### config.mk
export PLATFORM = sky130hd
export DESIGN_NAME = l1i_miss_handler
export DESIGN_NICKNAME = d
export VERILOG_FILES = /design/src/rtl/l1i_miss_handler.sv
export SDC_FILE = /design/constraint.sdc
export NUM_CORES = 2
export LEC_CHECK = 0
export BUFFER_PORTS_ARGS = -buffer_cell sky130_fd_sc_hd__buf_2
export CORE_AREA = 2 2 598 600
export CTS_CLUSTER_SIZE = 10
export DETAILED_ROUTE_END_ITERATION = 10
export DIE_AREA = 0 0 600 602
export PLACE_DENSITY = 0.44
export SYNTH_ARGS = -nofsm -noshare
export SYNTH_HDL_FRONTEND = slang
export SYNTH_SLANG_ARGS = --single-unit
### constraint.sdc
create_clock -name clock_i -period 32.9 [get_ports clock_i]
set_clock_uncertainty 0.2 [all_clocks]
set_input_delay 3.29 -clock clock_i [delete_from_list [all_inputs] [get_ports clock_i]]
set_output_delay 3.29 -clock clock_i [all_outputs]
set_load 0.005 [all_outputs]
### src/rtl/l1i_miss_handler.sv
// L1 instruction-cache miss sequencer: merges duplicate miss reports into a small
// in-order queue and refills one line at a time from the next memory level.
module l1i_miss_handler #(
  parameter int fetchingAddressWidth    = 64,
  parameter int cacheLineWith           = 512,
  parameter int offsetWidth             = 6,
  parameter int PidSize                 = 20,
  parameter int TidSize                 = 16,
  parameter int instructionCounterWidth = 64,
  parameter int missQueueDepth          = 4
) (
  input  logic                               clock_i,
  input  logic                               reset_i,
  input  logic                               cacheMiss_i,
  input  logic [fetchingAddressWidth-1:0]    missedAddress_i,
  input  logic [instructionCounterWidth-1:0] missedInstMajorId_i,
  input  logic [PidSize-1:0]                 missedPid_i,
  input  logic [TidSize-1:0]                 missedTid_i,
  output logic                               memRequest_o,
  output logic [fetchingAddressWidth-1:0]    memRequestAddress_o,
  output logic [PidSize-1:0]                 memRequestPid_o,
  output logic [TidSize-1:0]                 memRequestTid_o,
  input  logic                               memRequestReady_i,
  input  logic                               memResponse_i,
  input  logic [cacheLineWith-1:0]           memResponseLine_i,
  output logic                               cacheUpdate_o,
  output logic [fetchingAddressWidth-1:0]    cacheUpdateAddress_o,
  output logic [cacheLineWith-1:0]           cacheUpdateLine_o,
  output logic [PidSize-1:0]                 cacheUpdatePid_o,
  output logic [TidSize-1:0]                 cacheUpdateTid_o,
  output logic                               resumeFetch_o,
  output logic [fetchingAddressWidth-1:0]    resumeAddress_o,
  output logic [instructionCounterWidth-1:0] resumeInstMajorId_o,
  output logic                               fetchStall_o,
  output logic                               missDropped_o
);

  localparam int ptr_width   = $clog2(missQueueDepth);
  localparam int count_width = ptr_width + 1;

  typedef enum logic [1:0] {IDLE, REQUEST, WAIT_RESP, UPDATE} state_t;

  function automatic logic [fetchingAddressWidth-1:0] line_of(
    input logic [fetchingAddressWidth-1:0] addr);
    return {addr[fetchingAddressWidth-1:offsetWidth], {offsetWidth{1'b0}}};
  endfunction

  state_t                             state;
  logic [ptr_width-1:0]               head_ptr;
  logic [ptr_width-1:0]               tail_ptr;
  logic [count_width-1:0]             entry_count;

  logic [fetchingAddressWidth-1:0]    queue_addr  [missQueueDepth];
  logic [instructionCounterWidth-1:0] queue_major [missQueueDepth];
  logic [PidSize-1:0]                 queue_pid   [missQueueDepth];
  logic [TidSize-1:0]                 queue_tid   [missQueueDepth];

  logic [fetchingAddressWidth-1:0]    inflight_addr;
  logic [instructionCounterWidth-1:0] inflight_major;
  logic [PidSize-1:0]                 inflight_pid;
  logic [TidSize-1:0]                 inflight_tid;

  logic [missQueueDepth-1:0]          slot_valid;
  logic [fetchingAddressWidth-1:0]    miss_line;
  logic                               dup_hit;
  logic                               queue_full;
  logic                               enq;
  logic                               drop;
  logic                               pop;

  // A slot is live when its distance from the head is below the occupancy.
  always_comb begin
    slot_valid = '0;
    for (int i = 0; i < missQueueDepth; i++) begin
      slot_valid[i] = {1'b0, ptr_width'(i) - head_ptr} < entry_count;
    end
  end

  always_comb begin
    miss_line = line_of(missedAddress_i);
    dup_hit   = 1'b0;
    for (int i = 0; i < missQueueDepth; i++) begin
      if (slot_valid[i] && line_of(queue_addr[i]) == miss_line &&
          queue_pid[i] == missedPid_i && queue_tid[i] == missedTid_i)
        dup_hit = 1'b1;
    end
    if (state != IDLE && line_of(inflight_addr) == miss_line &&
        inflight_pid == missedPid_i && inflight_tid == missedTid_i)
      dup_hit = 1'b1;
    queue_full = entry_count == count_width'(missQueueDepth);
    enq        = cacheMiss_i && !queue_full && !dup_hit;
    drop       = cacheMiss_i && queue_full && !dup_hit;
    pop        = (entry_count != '0) && (state == IDLE || state == UPDATE);
  end

  // Storage needs no reset: liveness is decided purely by the pointers and count.
  always_ff @(posedge clock_i) begin
    if (enq) begin
      queue_addr[tail_ptr]  <= missedAddress_i;
      queue_major[tail_ptr] <= missedInstMajorId_i;
      queue_pid[tail_ptr]   <= missedPid_i;
      queue_tid[tail_ptr]   <= missedTid_i;
    end
  end

  always_ff @(posedge clock_i or posedge reset_i) begin
    if (reset_i) begin
      state                <= IDLE;
      head_ptr             <= '0;
      tail_ptr             <= '0;
      entry_count          <= '0;
      inflight_addr        <= '0;
      inflight_major       <= '0;
      inflight_pid         <= '0;
      inflight_tid         <= '0;
      memRequest_o         <= 1'b0;
      cacheUpdate_o        <= 1'b0;
      resumeFetch_o        <= 1'b0;
      missDropped_o        <= 1'b0;
      cacheUpdateAddress_o <= '0;
      cacheUpdateLine_o    <= '0;
      cacheUpdatePid_o     <= '0;
      cacheUpdateTid_o     <= '0;
      resumeAddress_o      <= '0;
      resumeInstMajorId_o  <= '0;
    end else begin
      missDropped_o <= drop;
      cacheUpdate_o <= 1'b0;
      resumeFetch_o <= 1'b0;
      entry_count   <= entry_count + count_width'(enq) - count_width'(pop);
      if (enq)
        tail_ptr <= tail_ptr + ptr_width'(1);
      if (pop) begin
        head_ptr       <= head_ptr + ptr_width'(1);
        inflight_addr  <= queue_addr[head_ptr];
        inflight_major <= queue_major[head_ptr];
        inflight_pid   <= queue_pid[head_ptr];
        inflight_tid   <= queue_tid[head_ptr];
      end
      case (state)
        IDLE: begin
          if (pop) begin
            state        <= REQUEST;
            memRequest_o <= 1'b1;
          end
        end
        REQUEST: begin
          if (memRequestReady_i) begin
            state        <= WAIT_RESP;
            memRequest_o <= 1'b0;
          end
        end
        // Update-side outputs get their own copy so the next pop cannot disturb them.
        WAIT_RESP: begin
          if (memResponse_i) begin
            state                <= UPDATE;
            cacheUpdate_o        <= 1'b1;
            resumeFetch_o        <= 1'b1;
            cacheUpdateLine_o    <= memResponseLine_i;
            cacheUpdateAddress_o <= line_of(inflight_addr);
            cacheUpdatePid_o     <= inflight_pid;
            cacheUpdateTid_o     <= inflight_tid;
            resumeAddress_o      <= inflight_addr;
            resumeInstMajorId_o  <= inflight_major;
          end
        end
        UPDATE: begin
          if (pop) begin
            state        <= REQUEST;
            memRequest_o <= 1'b1;
          end else begin
            state <= IDLE;
          end
        end
        default: state <= IDLE;
      endcase
    end
  end

  assign memRequestAddress_o = line_of(inflight_addr);
  assign memRequestPid_o     = inflight_pid;
  assign memRequestTid_o     = inflight_tid;
  assign fetchStall_o        = (entry_count != '0) || (state != IDLE);

endmodule
==> impl_metrics.py <==
metrics = {
    "layout": {
        "final_net_count": 7105,
        "final_instance_count_excl_fillers": 11400,
        "post_route_cells_drive_above_1_share_pct": 32.9,
        "syn_to_final_growth_pct": 28.8,
        "final_util_pct": 22.6,
        "stdcell_area_sq_um": 80100,
        "filler_cell_count": 38300,
    },
    "setup_path": {
        "crit_start": "missedAddress_i[57]",
        "path_class": "in2reg",
        "timing.critical_path.cells": "buf_2 -> xor2_1 -> nor4_1 -> o2111ai_1 -> nor4_2 -> or4b_4 -> nor3b_4 -> and2_4 -> buf_4 -> buf_4",
        "r2r_path_start": "head_ptr[0]",
        "worst-path-max-fanout": 49,
        "cp.arrival_ns": 7.94,
        "reg2reg_slack_ns": 26.83,
        "cp.depth": 10,
        "worst_r2r_path_depth": 12,
        "worst_setup_path_endpoint": "queue_major[0][20]",
        "critPathBufInv": 3,
        "reg2reg_to": "queue_major[0][20]",
        "cp-end-kind": "flop",
        "timing.critical_path.from_type": "input pin",
        "slowest_delay_ns": 0.74,
        "critical_path.slowest_cell": "sky130_fd_sc_hd__buf_4",
        "worstPathRequired_ns": 33.18,
        "cp_top_family": "simple AND/OR/NAND/NOR gates",
        "cp_common_cell": "sky130_fd_sc_hd__buf_4",
    },
    "cts": {
        "cts.htree.levels": 4,
        "post_cts.resized_instances": 0,
        "insertion_delay_ns": 0.93,
        "cts-root-to-sink-buffers": 4,
        "cts_root_buffer": "sky130_fd_sc_hd__clkbuf_16",
        "cts_tree": "built",
        "clock_pin_transition_on_the_worst_setup_and_hold_timing_paths_ns": 0.06,
        "post_cts_buffers": 0,
        "clock_sink_count": 1508,
        "cts_buffers": 191,
        "postCtsHoldBufs": 0,
    },
    "routing": {
        "via_count": 46300,
        "finalWirelength_um": 355000,
        "post_drt_wl_per_cell_um": 31.2,
        "routed_via_density": 4.07,
        "drtAntennaViolNets": 0,
        "drt_drc_violations_left": 0,
        "dr.pass1.iters": 5,
        "drt_iter0_markers": 4126,
    },
    "flow_run": {
        "max_cap_viol_count": 0,
    },
    "global_route": {
        "gr-total-overflow": 0,
        "antenna_found_initial": 192,
        "grt_first_pass_wirelength_um": 458000,
        "groute.usage.overall_pct": 18.9,
        "largest_net_degree_at_the_start_of_global_routing": 185,
        "via_count_of_the_first_global_routing_pass": 46200,
    },
    "sta": {
        "max_freq_mhz": 130,
        "final-setup-viol-count": 0,
        "slew_viol_final": 0,
        "min_period_over_period_pct": 23.3,
        "worstMarginPinSlew_ns": 1.22,
        "worst_slew_margin_rel_pct": 17.6,
        "hold_viol": 0,
        "post-route-min-period_ns": 7.66,
        "grt_setup_unrepaired": "false",
        "fin_tns_setup_ns": 0,
    },
    "power": {
        "report.power.total_mw": 8.12,
        "power_density_over_the_cells_nw_per_um2": 101,
        "power_leakage_nw": 35.6,
        "power.ir.vdd_worst_mv": 0.0547,
    },
    "place": {
        "finalWeightedCongestion": 1.02,
        "numPlacedInstances": 11000,
        "placed_area_sq_um": 74000,
        "place.port_buffers": 1513,
        "detailed_place_hpwl_um": 284000,
    },
    "yosys": {
        "synthDominantAreaCellType": "sky130_fd_sc_hd__dfrtp_1",
        "yosys_register_bits": 1508,
        "post-synth-top-count-cell": "sky130_fd_sc_hd__nand2_1",
        "avgSynthCellArea_sq_um": 12.3,
        "synth.top_cells.by_area": "sky130_fd_sc_hd__dfrtp_1, sky130_fd_sc_hd__edfxtp_1, sky130_fd_sc_hd__nand2_1, sky130_fd_sc_hd__mux4_2, sky130_fd_sc_hd__xnor2_1",
        "synth-seq-area-share_pct": 65.9,
        "netlist_top_cells_count": "sky130_fd_sc_hd__nand2_1, sky130_fd_sc_hd__dfrtp_1, sky130_fd_sc_hd__edfxtp_1, sky130_fd_sc_hd__xnor2_1, sky130_fd_sc_hd__xor2_1",
        "synth_flop_cell": "sky130_fd_sc_hd__dfrtp_1",
        "synth_enable_flop_cells": 656,
        "post_synth_instance_area_sq_um": 62200,
        "synth_largest_type_area_fraction_pct": 34.3,
        "async_reset_ff_share_pct": 56.5,
        "post_synth_inst_count": 5052,
        "synth_cell_types": 54,
        "synth.yosys.warnings": 0,
    },
    "die": {
        "dieArea_sq_um": 361000,
        "die_width_um": 600,
        "row_count": 219,
        "floorplan.initialDensity_pct": 17.5,
        "io_pins": 1526,
        "coreArea_sq_um": 355000,
        "die_y_um": 602,
    },
    "min_path": {
        "hold_depth": 2,
        "hp-class": "reg2reg",
    },
    "status": {
        "result_of_the_run": "finished clean",
    },
}
[where the power goes]
group | total [mW] | internal (mW) | switching [mW]
combinational | 2.85 | 1.06 | 1.79
clock | 2.05 | 1.17 | 0.874
sequential | 3.22 | 2.65 | 0.565
total | 8.12 | 4.88 | 3.23
[sequential cells by signal, indices dropped and copies added (netlist names), 3 cells and up]
register / count
cacheUpdateLine_o: 512
queue_addr: 256
queue_major: 256
queue_pid: 80
inflight_addr: 64
inflight_major: 64
queue_tid: 64
resumeAddress_o: 64
resumeInstMajorId_o: 64
cacheUpdatePid_o: 20
memRequestPid_o: 20
cacheUpdateTid_o: 16
memRequestTid_o: 16
entry_count: 3
[layer usage]
layer / track usage [%] / vias up / share of wire [%]
li1: - / 19600 / -
met1: 23.1 / 23900 / 40
met2: 31.9 / 2100 / 48
met3: 4.33 / 674 / 7.1
met4: 8.26 / 66 / 5.2
met5: 0 / - / 0.12
[tightest hold or removal path: cells and delay by family (launching register included)]
| kind | cells | cell delay (ns) |
|---|---|---|
| DFF | 1 | 0.34 |
| and+or+nand+nor | 2 | 0.10 |
[through the flow]
step,hold WS (ns),setup WS (ns)
2_1_floorplan,0.235,5.47
3_3_place_gp,0.250,24.29
3_5_place_dp,0.256,24.33
4_1_cts,0.267,25.31
5_1_grt,0.285,25.17
6_report,0.262,25.24
[worst min path at each step]
stage                               start                 endpoint  slack (ns)
finish                 inflight_major[11]  resumeInstMajorId_o[11]        0.26
global route        cacheUpdateLine_o[45]    cacheUpdateLine_o[45]        0.29
CTS                    inflight_major[11]  resumeInstMajorId_o[11]        0.27
detailed placement     inflight_major[50]  resumeInstMajorId_o[50]        0.26
global placement       inflight_major[48]  resumeInstMajorId_o[48]        0.25
floorplan                inflight_addr[0]       resumeAddress_o[0]        0.23
[cell usage in the layout (no fill, tap or decap), types with 5 or more instances in the layout]
cell,netlist,layout
sky130_fd_sc_hd__nand2_1,2010,2009
sky130_fd_sc_hd__buf_2,66,1513
sky130_fd_sc_hd__dfrtp_1,852,850
sky130_fd_sc_hd__edfxtp_1,656,656
sky130_fd_sc_hd__xnor2_1,213,213
sky130_fd_sc_hd__xor2_1,195,195
sky130_fd_sc_hd__clkbuf_16,0,195
sky130_fd_sc_hd__mux4_2,164,164
sky130_fd_sc_hd__mux2_2,136,136
sky130_fd_sc_hd__clkbuf_1,178,83
sky130_fd_sc_hd__diode_2,0,74
sky130_fd_sc_hd__inv_1,69,67
sky130_fd_sc_hd__nand4_1,67,67
sky130_fd_sc_hd__nor4_1,63,63
sky130_fd_sc_hd__buf_4,156,60
sky130_fd_sc_hd__o21ai_0,59,59
sky130_fd_sc_hd__o22ai_1,23,23
sky130_fd_sc_hd__clkbuf_8,0,21
sky130_fd_sc_hd__a221oi_1,16,16
sky130_fd_sc_hd__ha_1,15,15
sky130_fd_sc_hd__conb_1,1,12
sky130_fd_sc_hd__clkinv_2,0,12
sky130_fd_sc_hd__o2bb2ai_1,11,11
sky130_fd_sc_hd__nor2_1,11,11
sky130_fd_sc_hd__a22o_1,7,7
sky130_fd_sc_hd__inv_2,7,6
sky130_fd_sc_hd__a21oi_1,6,6
sky130_fd_sc_hd__nor3_1,5,5
sky130_fd_sc_hd__clkinv_1,1,5
[cell families after synthesis]
group | share of synthesized area (%)
adders and majority gates | 0.334
and+or+nand+nor | 13.9
DFF | 65.9
other | 0.00603
AOI/OAI and AO/OA | 1.48
xor gates and xnor gates | 5.75
buffers and inverters | 4.20
muxes | 8.42
[cell type report]
type	instances	area (sq um)	area share (%)
Sequential cell	1508	41000	51.2
Inverter	77	312	0.389
Multi-Input combinational cell	3053	18600	23.3
Antenna cell	74	185	0.231
Clock buffer	299	5480	6.84
Clock inverter	36	430	0.537
Tap cell	4751	5940	7.42
Timing Repair Buffer	1577	8100	10.1
Note: power is estimated with default switching activity, not from simulation.
